## src/rtl/uart_bus_arbiter_pkg.sv

```systemverilog
// Shared FSM encoding and uart_control register constants for the UART bus arbiter.
// Line lock support is compiled in when UART_ARB_LINE_LOCK_EN is defined.
package uart_arb_pkg;

   typedef enum logic [1:0] {
      ST_IDLE     = 2'd0,
      ST_ISSUE_WR = 2'd1,
      ST_ISSUE_RD = 2'd2,
      ST_WAIT_RD  = 2'd3
   } arb_state_e;

   localparam logic [3:0] THR_OFF = 4'h1;
   localparam logic [3:0] RBR_OFF = 4'h0;
   localparam logic [7:0] LF      = 8'h0A;

   // Word offset decode of the uart_control register map
   function automatic logic is_thr(input logic [31:0] addr);
      return addr[5:2] == THR_OFF;
   endfunction

endpackage

```

## src/rtl/uart_bus_arbiter_if.sv

```systemverilog
// Requester-side and uart_control-side signals of the UART bus arbiter.
// slave = arbiter view, master = view of the surrounding masters and uart_control.
interface uart_bus_arbiter_if #(
   parameter int NUM_REQ = 2
);
   logic [NUM_REQ*32-1:0] req_addr_i;
   logic [NUM_REQ-1:0]    req_wren_i;
   logic [NUM_REQ-1:0]    req_rden_i;
   logic [NUM_REQ*32-1:0] req_din_i;
   logic [NUM_REQ-1:0]    req_ready_o;
   logic [NUM_REQ-1:0]    req_dout_valid_o;
   logic [31:0]           req_dout_o;
   logic                  rd_timeout_o;
   logic [31:0]           uart_addr_o;
   logic                  uart_wren_o;
   logic                  uart_rden_o;
   logic [31:0]           uart_din_o;
   logic                  uart_dout_valid_i;
   logic [31:0]           uart_dout_i;
   logic [NUM_REQ-1:0]    grant_o;

   modport slave (
      input  req_addr_i, req_wren_i, req_rden_i, req_din_i,
      input  uart_dout_valid_i, uart_dout_i,
      output req_ready_o, req_dout_valid_o, req_dout_o, rd_timeout_o,
      output uart_addr_o, uart_wren_o, uart_rden_o, uart_din_o, grant_o
   );

   modport master (
      output req_addr_i, req_wren_i, req_rden_i, req_din_i,
      output uart_dout_valid_i, uart_dout_i,
      input  req_ready_o, req_dout_valid_o, req_dout_o, rd_timeout_o,
      input  uart_addr_o, uart_wren_o, uart_rden_o, uart_din_o, grant_o
   );
endinterface

```

## src/rtl/uart_bus_arbiter_rr_pick.sv

```systemverilog
// Combinational round-robin picker: first eligible requester at or above ptr_i, wrapping.
// Returns the winner one-hot and as an index.
module uart_rr_pick #(
   parameter int N     = 2,
   parameter int IDX_W = (N > 1) ? $clog2(N) : 1
) (
   input  logic [N-1:0]     req_i,
   input  logic [IDX_W-1:0] ptr_i,
   input  logic [N-1:0]     mask_i,
   output logic [N-1:0]     gnt_o,
   output logic [IDX_W-1:0] idx_o,
   output logic             found_o
);
   logic [N-1:0]     elig;
   logic [IDX_W-1:0] idx;

   assign elig = req_i & mask_i;

   always_comb begin
      gnt_o   = '0;
      idx_o   = '0;
      found_o = 1'b0;
      idx     = '0;
      for (int i = 0; i < N; i++) begin
         idx = IDX_W'((int'(ptr_i) + i) % N);
         if (!found_o && elig[idx]) begin
            gnt_o[idx] = 1'b1;
            idx_o      = idx;
            found_o    = 1'b1;
         end
      end
   end
endmodule

```

## src/rtl/uart_bus_arbiter.sv

```systemverilog
// Shares one uart_control register port among NUM_REQ masters, one transaction at a time.
// Define UART_ARB_LINE_LOCK_EN to keep a master's THR line together until LF, LOCK_MAX or LOCK_IDLE.
module uart_bus_arbiter
   import uart_arb_pkg::*;
#(
   parameter int NUM_REQ    = 2,
   parameter int RD_TIMEOUT = 16,
   parameter int LOCK_MAX   = 128,
   parameter int LOCK_IDLE  = 64
) (
   input  logic              clk_i,
   input  logic              rst_n_i,
   uart_bus_arbiter_if.slave bus
);
   localparam int IDX_W = (NUM_REQ > 1) ? $clog2(NUM_REQ) : 1;
   localparam int TMR_W = $clog2(RD_TIMEOUT + 1);

   logic [31:0] req_addr [NUM_REQ];
   logic [31:0] req_din  [NUM_REQ];

   for (genvar gi = 0; gi < NUM_REQ; gi++) begin : g_unpack
      assign req_addr[gi] = bus.req_addr_i[32*gi +: 32];
      assign req_din[gi]  = bus.req_din_i[32*gi +: 32];
   end

   arb_state_e         state_q, state_d;
   logic [IDX_W-1:0]   ptr_q, ptr_d;
   logic [31:0]        addr_q, addr_d;
   logic [31:0]        din_q, din_d;
   logic [NUM_REQ-1:0] ready_q, ready_d;
   logic [NUM_REQ-1:0] grant_q, grant_d;
   logic [NUM_REQ-1:0] dvalid_q, dvalid_d;
   logic [31:0]        dout_q, dout_d;
   logic               tout_q, tout_d;
   logic               wren_q, wren_d;
   logic               rden_q, rden_d;
   logic [TMR_W-1:0]   timer_q, timer_d;

   logic [NUM_REQ-1:0] pick_mask, pick_gnt;
   logic [IDX_W-1:0]   pick_idx;
   logic               pick_found;
   logic [31:0]        pick_addr, pick_din;

`ifdef UART_ARB_LINE_LOCK_EN
   localparam int LCNT_W = $clog2(LOCK_MAX + 1);
   localparam int ICNT_W = $clog2(LOCK_IDLE + 1);

   logic               lock_q, lock_d;
   logic [IDX_W-1:0]   owner_q, owner_d;
   logic [LCNT_W-1:0]  lock_cnt_q, lock_cnt_d;
   logic [ICNT_W-1:0]  idle_cnt_q, idle_cnt_d;

   assign pick_mask = lock_q ? (NUM_REQ'(1) << owner_q) : '1;
`else
   assign pick_mask = '1;
`endif

   function automatic logic [IDX_W-1:0] next_ptr(input logic [IDX_W-1:0] k);
      return (int'(k) == NUM_REQ - 1) ? '0 : k + 1'b1;
   endfunction

   uart_rr_pick #(
      .N     (NUM_REQ),
      .IDX_W (IDX_W)
   ) u_pick (
      .req_i   (bus.req_wren_i | bus.req_rden_i),
      .ptr_i   (ptr_q),
      .mask_i  (pick_mask),
      .gnt_o   (pick_gnt),
      .idx_o   (pick_idx),
      .found_o (pick_found)
   );

   assign pick_addr = req_addr[pick_idx];
   assign pick_din  = req_din[pick_idx];

   always_comb begin
      state_d  = state_q;
      ptr_d    = ptr_q;
      addr_d   = addr_q;
      din_d    = din_q;
      ready_d  = '0;
      grant_d  = grant_q;
      dvalid_d = '0;
      dout_d   = dout_q;
      tout_d   = 1'b0;
      wren_d   = 1'b0;
      rden_d   = 1'b0;
      timer_d  = timer_q;

      unique case (state_q)
         ST_IDLE: begin
            grant_d = pick_found ? pick_gnt : '0;
            if (pick_found) begin
               ready_d = pick_gnt;
               addr_d  = pick_addr;
               din_d   = pick_din;
               ptr_d   = next_ptr(pick_idx);
               state_d = bus.req_rden_i[pick_idx] ? ST_ISSUE_RD : ST_ISSUE_WR;
            end
         end
         ST_ISSUE_WR: begin
            wren_d  = 1'b1;
            state_d = ST_IDLE;
         end
         ST_ISSUE_RD: begin
            rden_d  = 1'b1;
            timer_d = '0;
            state_d = ST_WAIT_RD;
         end
         ST_WAIT_RD: begin
            if (bus.uart_dout_valid_i) begin
               dout_d   = bus.uart_dout_i;
               dvalid_d = grant_q;
               state_d  = ST_IDLE;
            end else if (timer_q == TMR_W'(RD_TIMEOUT - 1)) begin
               dout_d   = '0;
               dvalid_d = grant_q;
               tout_d   = 1'b1;
               state_d  = ST_IDLE;
            end else begin
               timer_d = timer_q + 1'b1;
            end
         end
         default: state_d = ST_IDLE;
      endcase

`ifdef UART_ARB_LINE_LOCK_EN
      lock_d     = lock_q;
      owner_d    = owner_q;
      lock_cnt_d = lock_cnt_q;
      idle_cnt_d = idle_cnt_q;
      if (state_q == ST_IDLE) begin
         if (pick_found) begin
            idle_cnt_d = '0;
            // Only THR writes move the lock; reads and other registers leave it alone
            if (!bus.req_rden_i[pick_idx] && is_thr(pick_addr)) begin
               if (pick_din[7:0] == LF ||
                   (lock_q && lock_cnt_q == LCNT_W'(LOCK_MAX - 1))) begin
                  lock_d     = 1'b0;
                  lock_cnt_d = '0;
               end else if (!lock_q) begin
                  lock_d     = 1'b1;
                  owner_d    = pick_idx;
                  lock_cnt_d = LCNT_W'(1);
               end else begin
                  lock_cnt_d = lock_cnt_q + 1'b1;
               end
            end
         end else if (lock_q) begin
            if (idle_cnt_q == ICNT_W'(LOCK_IDLE - 1)) begin
               lock_d     = 1'b0;
               lock_cnt_d = '0;
               idle_cnt_d = '0;
               ptr_d      = next_ptr(owner_q);
            end else begin
               idle_cnt_d = idle_cnt_q + 1'b1;
            end
         end
      end
`endif
   end

   always_ff @(posedge clk_i or negedge rst_n_i) begin
      if (!rst_n_i) begin
         state_q  <= ST_IDLE;
         ptr_q    <= '0;
         addr_q   <= '0;
         din_q    <= '0;
         ready_q  <= '0;
         grant_q  <= '0;
         dvalid_q <= '0;
         dout_q   <= '0;
         tout_q   <= 1'b0;
         wren_q   <= 1'b0;
         rden_q   <= 1'b0;
         timer_q  <= '0;
      end else begin
         state_q  <= state_d;
         ptr_q    <= ptr_d;
         addr_q   <= addr_d;
         din_q    <= din_d;
         ready_q  <= ready_d;
         grant_q  <= grant_d;
         dvalid_q <= dvalid_d;
         dout_q   <= dout_d;
         tout_q   <= tout_d;
         wren_q   <= wren_d;
         rden_q   <= rden_d;
         timer_q  <= timer_d;
      end
   end

`ifdef UART_ARB_LINE_LOCK_EN
   always_ff @(posedge clk_i or negedge rst_n_i) begin
      if (!rst_n_i) begin
         lock_q     <= 1'b0;
         owner_q    <= '0;
         lock_cnt_q <= '0;
         idle_cnt_q <= '0;
      end else begin
         lock_q     <= lock_d;
         owner_q    <= owner_d;
         lock_cnt_q <= lock_cnt_d;
         idle_cnt_q <= idle_cnt_d;
      end
   end
`endif

   assign bus.req_ready_o      = ready_q;
   assign bus.req_dout_valid_o = dvalid_q;
   assign bus.req_dout_o       = dout_q;
   assign bus.rd_timeout_o     = tout_q;
   assign bus.uart_addr_o      = addr_q;
   assign bus.uart_wren_o      = wren_q;
   assign bus.uart_rden_o      = rden_q;
   assign bus.uart_din_o       = din_q;
   assign bus.grant_o          = grant_q;
endmodule
```

## src/flat_wrapper.sv

```systemverilog
// flat-port wrapper written by rule: the top's interface ports become plain ports
module uart_bus_arbiter_flat import uart_arb_pkg::*;
#(
   parameter int NUM_REQ    = 2,
   parameter int RD_TIMEOUT = 16,
   parameter int LOCK_MAX   = 128,
   parameter int LOCK_IDLE  = 64
)
  (clk_i, rst_n_i, bus_req_addr_i, bus_req_wren_i, bus_req_rden_i, bus_req_din_i, bus_uart_dout_valid_i, bus_uart_dout_i, bus_req_ready_o, bus_req_dout_valid_o, bus_req_dout_o, bus_rd_timeout_o, bus_uart_addr_o, bus_uart_wren_o, bus_uart_rden_o, bus_uart_din_o, bus_grant_o);
  uart_bus_arbiter_if #(.NUM_REQ(NUM_REQ)) bus_i ();
  input  logic clk_i;
  input  logic rst_n_i;
  input wire logic [$bits(bus_i.req_addr_i)-1:0] bus_req_addr_i;
  input wire logic [$bits(bus_i.req_wren_i)-1:0] bus_req_wren_i;
  input wire logic [$bits(bus_i.req_rden_i)-1:0] bus_req_rden_i;
  input wire logic [$bits(bus_i.req_din_i)-1:0] bus_req_din_i;
  input wire logic [$bits(bus_i.uart_dout_valid_i)-1:0] bus_uart_dout_valid_i;
  input wire logic [$bits(bus_i.uart_dout_i)-1:0] bus_uart_dout_i;
  output wire logic [$bits(bus_i.req_ready_o)-1:0] bus_req_ready_o;
  output wire logic [$bits(bus_i.req_dout_valid_o)-1:0] bus_req_dout_valid_o;
  output wire logic [$bits(bus_i.req_dout_o)-1:0] bus_req_dout_o;
  output wire logic [$bits(bus_i.rd_timeout_o)-1:0] bus_rd_timeout_o;
  output wire logic [$bits(bus_i.uart_addr_o)-1:0] bus_uart_addr_o;
  output wire logic [$bits(bus_i.uart_wren_o)-1:0] bus_uart_wren_o;
  output wire logic [$bits(bus_i.uart_rden_o)-1:0] bus_uart_rden_o;
  output wire logic [$bits(bus_i.uart_din_o)-1:0] bus_uart_din_o;
  output wire logic [$bits(bus_i.grant_o)-1:0] bus_grant_o;
  assign bus_i.req_addr_i = bus_req_addr_i;
  assign bus_i.req_wren_i = bus_req_wren_i;
  assign bus_i.req_rden_i = bus_req_rden_i;
  assign bus_i.req_din_i = bus_req_din_i;
  assign bus_i.uart_dout_valid_i = bus_uart_dout_valid_i;
  assign bus_i.uart_dout_i = bus_uart_dout_i;
  assign bus_req_ready_o = bus_i.req_ready_o;
  assign bus_req_dout_valid_o = bus_i.req_dout_valid_o;
  assign bus_req_dout_o = bus_i.req_dout_o;
  assign bus_rd_timeout_o = bus_i.rd_timeout_o;
  assign bus_uart_addr_o = bus_i.uart_addr_o;
  assign bus_uart_wren_o = bus_i.uart_wren_o;
  assign bus_uart_rden_o = bus_i.uart_rden_o;
  assign bus_uart_din_o = bus_i.uart_din_o;
  assign bus_grant_o = bus_i.grant_o;
  uart_bus_arbiter #(.NUM_REQ(NUM_REQ), .RD_TIMEOUT(RD_TIMEOUT), .LOCK_MAX(LOCK_MAX), .LOCK_IDLE(LOCK_IDLE)) u_core (.clk_i(clk_i), .rst_n_i(rst_n_i), .bus(bus_i));
endmodule
```

## config.mk

```make
export PLATFORM = sky130hd
export DESIGN_NAME = uart_bus_arbiter_flat
export DESIGN_NICKNAME = d
export VERILOG_FILES = /design/src/rtl/uart_bus_arbiter_pkg.sv /design/src/rtl/uart_bus_arbiter_if.sv /design/src/rtl/uart_bus_arbiter_rr_pick.sv /design/src/rtl/uart_bus_arbiter.sv /design/src/flat_wrapper.sv
export SDC_FILE = /design/constraint.sdc
export NUM_CORES = 1
export LEC_CHECK = 0
export CORE_MARGIN = 1
export CORE_UTILIZATION = 36
export CTS_BUF_LIST = sky130_fd_sc_hd__clkbuf_2
export DETAILED_ROUTE_END_ITERATION = 10
export GPL_ROUTABILITY_DRIVEN = 0
export PLACE_DENSITY = 0.82
export SYNTH_ARGS = -nofsm -noshare
export SYNTH_HDL_FRONTEND = slang
export SYNTH_SLANG_ARGS = --single-unit
```

## constraint.sdc

```tcl
create_clock -name clk_i -period 1.96 [get_ports clk_i]
set_input_delay 0.196 -clock clk_i [delete_from_list [all_inputs] [get_ports clk_i]]
set_output_delay 0.196 -clock clk_i [all_outputs]
set_load 0.01 [all_outputs]
```

# After elaboration in Yosys (flattened, before gate mapping)
# Index checks and enable logic that the tools add are counted.
[totals]
reg_bits = 113
input_bits = 167
out_inout_bits = 105
[classes]
n_addsub = 3
magnitude_cmp = 6
eq_ne = 8
n_mux = 43
bitwise_logic = 3
reduce_logical = 11
[op_table]
columns = ["cell", "count"]
rows = [
  ["$mux W32", 8],
  ["$mux W2", 11],
  ["$mux W1", 18],
  ["$mux W5", 2],
  ["$pmux W5 S2", 1],
  ["$pmux W2 S4", 1],
  ["$lt A1 B2 Y1 const B", 3],
  ["$reduce_and A2 Y1", 3],
  ["$add A5 B1 Y5 const B", 1],
  ["$eq A5 B4 Y1 const B", 1],
  ["$eq A2 B2 Y1 const B", 2],
  ["$ne A2 B2 Y1 const B", 2],
  ["$or A2 B2 Y2", 2],
  ["$reduce_bool A2 Y1", 2],
  ["$logic_and A1 B1 Y1", 3],
  ["$ne A3 B2 Y1 const B", 1],
  ["$reduce_and A3 Y1", 1],
  ["$add A1 B1 Y1 const B", 2],
  ["$demux W1 S1", 2],
  ["$eq A2 B1 Y1 const B", 1],
  ["$ge A1 B1 Y1 const B", 2],
  ["$ge A2 B2 Y1 const B", 1],
  ["$logic_not A2 Y1", 1],
  ["$ne A2 B1 Y1 const B", 1],
  ["2 further kinds", 2],
]

# Longest topological paths before layout
# Gate-level depths: netlist of run 1.
[logic_depth]
ltp_word = 12
mapped_depth = 8
mapped_depth_nobuf = 7

# Cells and area by module
# A second synthesis of run 1 with hierarchy kept.
[unflattened]
hier_cells = 429
hier_area_um2 = 4845.9
[by_module_without_submodules]
columns = ["module", "n_inst", "cells_per_inst", "area_each_um2", "seq_area_each_um2"]
rows = [
  ["uart_bus_arbiter", 1, 423, 4808.4, 2827.7],
  ["uart_rr_pick", 1, 6, 37.5, 0.0],
]

# Least setup slack after synthesis of run 1
# OpenSTA, ideal clock, no wires.
[synth_timing]
path_kind = "register -> register"
startpoint = "register u_core.timer_q[0]"
endpoint = "register u_core.dout_q[21], in the netlist u_core.bus.req_dout_o[21]"
setup_time_ns = 0.066
t_arrival_ns = 1.758
required_ns = 1.894
setup_slack_ns = 0.135
path_stages_with_launch = 9
n_path_buf = 2
synth_period_minus_slack_ns = 1.825
cell_sequence = "dfrtp_1 ha_1 and3_1 ha_1 or2_2 buf_2 nand3_2 buf_6 a22o_1"
[synth_between]
elab_chain_len = 3
[synth_lines]
columns = ["item", "line", "rtl"]
rows = [
  ["start: declaration", "uart_bus_arbiter.sv:37", "logic [TMR_W-1:0] timer_q, timer_d;"],
  ["start signal: assignment", "uart_bus_arbiter.sv:190", "timer_q <= timer_d;"],
  ["$eq A5 B4 Y1", "uart_bus_arbiter.sv:116", "end else if (timer_q == TMR_W'(RD_TIMEOUT - 1)) begin"],
  ["$reduce_bool A2 Y1 (no line)", "--", ""],
  ["$reduce_and A2 Y1 (no line)", "--", ""],
  ["end signal: assignment", "uart_bus_arbiter.sv:186", "dout_q <= dout_d;"],
  ["end: declaration", "uart_bus_arbiter.sv:33", "logic [31:0] dout_q, dout_d;"],
]
# Every way passes these cells.
# A chain may end at the register's enable or synchronous reset.

# Worst setup path after layout of run 1
[layout_timing]
startpoint = "register u_core.timer_q[1]"
endpoint = "register u_core.dout_q[10], in the netlist u_core.bus.req_dout_o[10]"
# Same word-level chain as after synthesis.

==> flow_summary.yaml, run 1 <==
synthesis:
  ys_ff_latch: 113
  async_flop_share: 1.00
  synth_top_area_cell: "dfrtp_1"
  yosysMostFrequentCell: "nand2_1"
  syn_area_per_cell_um2: 9.73
  synth_top_area_frac: 0.584
  synth.area.top_cells: "dfrtp_1 (58%), nand2_1 (11%), a31oi_1 (8.3%), a22o_1 (6.3%), nor2_1 (5.7%)"
  synthesis.area_mm2: 0.00485
  yosys-top-cells-count: "nand2_1 (136), dfrtp_1 (113), nor2_1 (74), a31oi_1 (64), a22o_1 (35)"
  ys_warn_count: 0
  synth_fp_nets: 667
  synth_seq_area_share: 0.584
  ys.flop_type: "dfrtp_1"
  synth_edf_count: 0
  synth_cells: 498
  ys_types: 34
sta:
  slew_viol_final: 0
  fmax_mhz: 536
  worst_slew_pin_slew_ns: 0.545
  relSlewSlack: 0.637
  finalCritPeriodShare: 0.952
  hold_viol_final: 0
  finalSetupViolations: 0
  period_minus_slack_ns: 1.87
  final.setup.worst_slack_ns: 0.0939
  skew_ns: 0.0312
floorplanning:
  dieArea_mm2: 0.0139
  die_w_um: 118
  core-area_mm2: 0.0132
  dieHeight_um: 118
  rows: 42
  pin_count: 272
  start_util: 0.367
detailed_routing:
  vias: 4962
  postRouteAntennaNets: 0
  wl_um: 16400
  drt-met1-wl_um: 6230
  wire_per_inst_um: 16.4
  avgViaCountPerCell: 4.96
  topRoutingLayerUsed: "met4"
  routed-wl-met3_um: 808
  wl_met2_um: 8850
  first_pass_iters: 5
  drc: 0
  drt_iter0_markers: 306
clock_network:
  path_clk_slew_ns: 0.18
  cts_root_buf: "clkbuf_2"
  cts_max_level: 4
  cts_sinks: 113
  insertion_delay_ns: 0.66
  cts_tree: "built"
  clockBufferDepth: 2
  cts_made_buffers: 17
setup_path:
  cp.arrival_ns: 2.47
  worst_r2r_startpoint: "u_core.timer_q[1]"
  cp-start-kind: "register"
  worst-path-max-fanout: 17
  ff2ff_setup_slack_ns: 0.09
  critical_path_class: "register to register"
  r2r-end: "u_core.bus.req_dout_o[10]"
  critPathCaptureType: "register"
  required_ns: 2.56
  ff2ff_path_depth: 7
worst_hold_path:
  min_path_type: "input port to register"
  whs_endpoint: "u_core.bus.uart_addr_o[5]"
  hold_depth: 3
  hold_start: "bus_req_addr_i[37]"
run_status:
  status: "completed"
place:
  place_inst: 919
  hpwl_um: 11200
  placed_cell_area_mm2: 0.00772
  pre_cts_ws_ns: 0.0423
  port_buffers: 271
finish:
  final_nets: 980
  layout-drive-gt1-share: 0.0656
  final_cell_area_mm2: 0.00850
  syn2layout_area_growth_pct: 75.5
  fill_cells: 1000
  fin_cells: 1000
global_routing:
  grt_usage: 0.242
  grt.overflow.total: 0
  grt_pass1_vias: 5251
  grt_first_pass_wirelength_um: 26100
  antenna_found_initial: 1
  grt_max_degree: 72
pwr:
  powerDensity_mw_per_mm2: 1390
  power_leakage_nw: 3.60
  ir_drop_v: 0.000594
job:
  max-cap-violations: 0
-- worst max-delay path, cell delays in order (launching register included) --
cell and delay [ns]:
dfrtp_1 0.45, ha_1 0.22, and3_1 0.19, ha_2 0.20, or2_4 0.26, nand3_4 0.13
clkbuf_16 0.19, a22o_1 0.15
-- cell families after synthesis --
group,after synthesis,synth area share
AND/OR/NAND/NOR,223,0.183
AO/OA/AOI/OAI,116,0.172
flip-flops,113,0.584
buffers and inverters,44,0.0563
adder cells (fa/ha/maj),2,0.00516
-- worst max path at each step --
stage | end | from | slack [ns] | cells after the start
final | u_core.bus.req_dout_o[10] | u_core.timer_q[1] | 0.09 | 7
after global routing | u_core.bus.req_dout_o[31] | u_core.timer_q[1] | -0.001 | 7
after CTS | u_core.bus.req_dout_o[9] | u_core.timer_q[1] | 0.01 | 7
after detailed placement | u_core.bus.req_dout_o[24] | u_core.timer_q[0] | 0.04 | 7
after global placement | u_core.bus.req_dout_o[4] | u_core.timer_q[0] | 0.15 | 7
after floorplan | u_core.bus.req_dout_o[21] | u_core.timer_q[0] | 0.14 | 8
-- area by class of cell --
| class | count | area (um^2) | share of cell area |
|---|---|---|---|
| Timing Repair Buffer | 332 | 3390 | 0.399 |
| Sequential cell | 113 | 2830 | 0.332 |
| Multi-Input combinational cell | 341 | 1780 | 0.210 |
| Tap cell | 176 | 220 | 0.0259 |
| Clock inverter | 14 | 171 | 0.0202 |
| Clock buffer | 17 | 85.1 | 0.0100 |
| Inverter | 6 | 22.5 | 0.00265 |
| Antenna cell | 1 | 2.50 | 0.000294 |
-- per-layer routing --
metal | vias up | GRT usage
li1 | 2334 | -
met1 | 2363 | 0.258
met2 | 220 | 0.438
met3 | 45 | 0.0572
met4 | 0 | 0.134
met5 | - | 0
-- metrics by stage --
stage,hold WS [ns],setup TNS (ns),util,total power [mW]
global placement,0.240,0,0.585,9.81
global route,0.0115,-0.00119,0.645,12.6
finish,0.0953,0,0.645,11.9
detailed placement,0.237,0,0.585,10.1
floorplan,-0.0996,0,-,6.93
CTS,0.000299,0,0.640,11.8
-- state kept, by name (all words and copies together), names as in the netlist, 2 cells and up --
register	count
u_core.bus.grant_o	2
u_core.bus.req_ready_o	2
u_core.bus.req_dout_valid_o	2
u_core.bus.req_dout_o	32
u_core.state_q	2
u_core.bus.uart_addr_o	32
u_core.timer_q	5
u_core.bus.uart_din_o	32
-- power breakdown --
| part | switching (mW) | total [mW] | internal, mW |
|---|---|---|---|
| registers | 0.657 | 4.09 | 3.44 |
| clock network | 0.871 | 1.68 | 0.807 |
| logic | 2.79 | 6.08 | 3.29 |
-- cell usage in the layout (no fill, tap or decap), types with 2 or more instances in the layout --
master	n
a31oi_1	64
buf_12	7
nor2_4	2
a21oi_1	3
nand2_1	136
o21ai_0	3
dfrtp_1	113
nor2_1	73
clkdlybuf4s50_1	269
and3_1	3
inv_1	6
clkbuf_2	17
clkinv_2	4
or2_4	2
clkinv_1	4
o2bb2ai_1	2
buf_4	7
a22o_1	35
dlygate4sd3_1	47
bufinv_16	4
o21bai_1	2
-- repair_timing --
item                                    4_1_cts  5_1_grt
hold buffers                                 46        1
setup buffers                                 1        0
cloned                                        0        1
endpoints found under the hold margin       143        1
gates resized for setup                       0        7
endpoints found under the setup margin       27       37
(Power assumes the default switching activity.)
==> run 2, diff against run 1 <==
--- a/config.mk
+++ b/config.mk
@@ -8,6 +8,7 @@
 export CORE_MARGIN = 1
 export CORE_UTILIZATION = 36
 export CTS_BUF_LIST = sky130_fd_sc_hd__clkbuf_2
+export CTS_CLUSTER_SIZE = 30
 export DETAILED_ROUTE_END_ITERATION = 10
 export GPL_ROUTABILITY_DRIVEN = 0
 export PLACE_DENSITY = 0.82
==> results of run 2 <==
Same layout as run 1: the final DEF is identical, and so are final timing and power.
==> run 3, diff against run 2 <==
--- a/config.mk
+++ b/config.mk
@@ -12,6 +12,7 @@
 export DETAILED_ROUTE_END_ITERATION = 10
 export GPL_ROUTABILITY_DRIVEN = 0
 export PLACE_DENSITY = 0.82
+export SLEW_MARGIN = 20
 export SYNTH_ARGS = -nofsm -noshare
 export SYNTH_HDL_FRONTEND = slang
 export SYNTH_SLANG_ARGS = --single-unit
==> results of run 3 <==
Same layout as run 1: the final DEF is identical, and so are final timing and power.
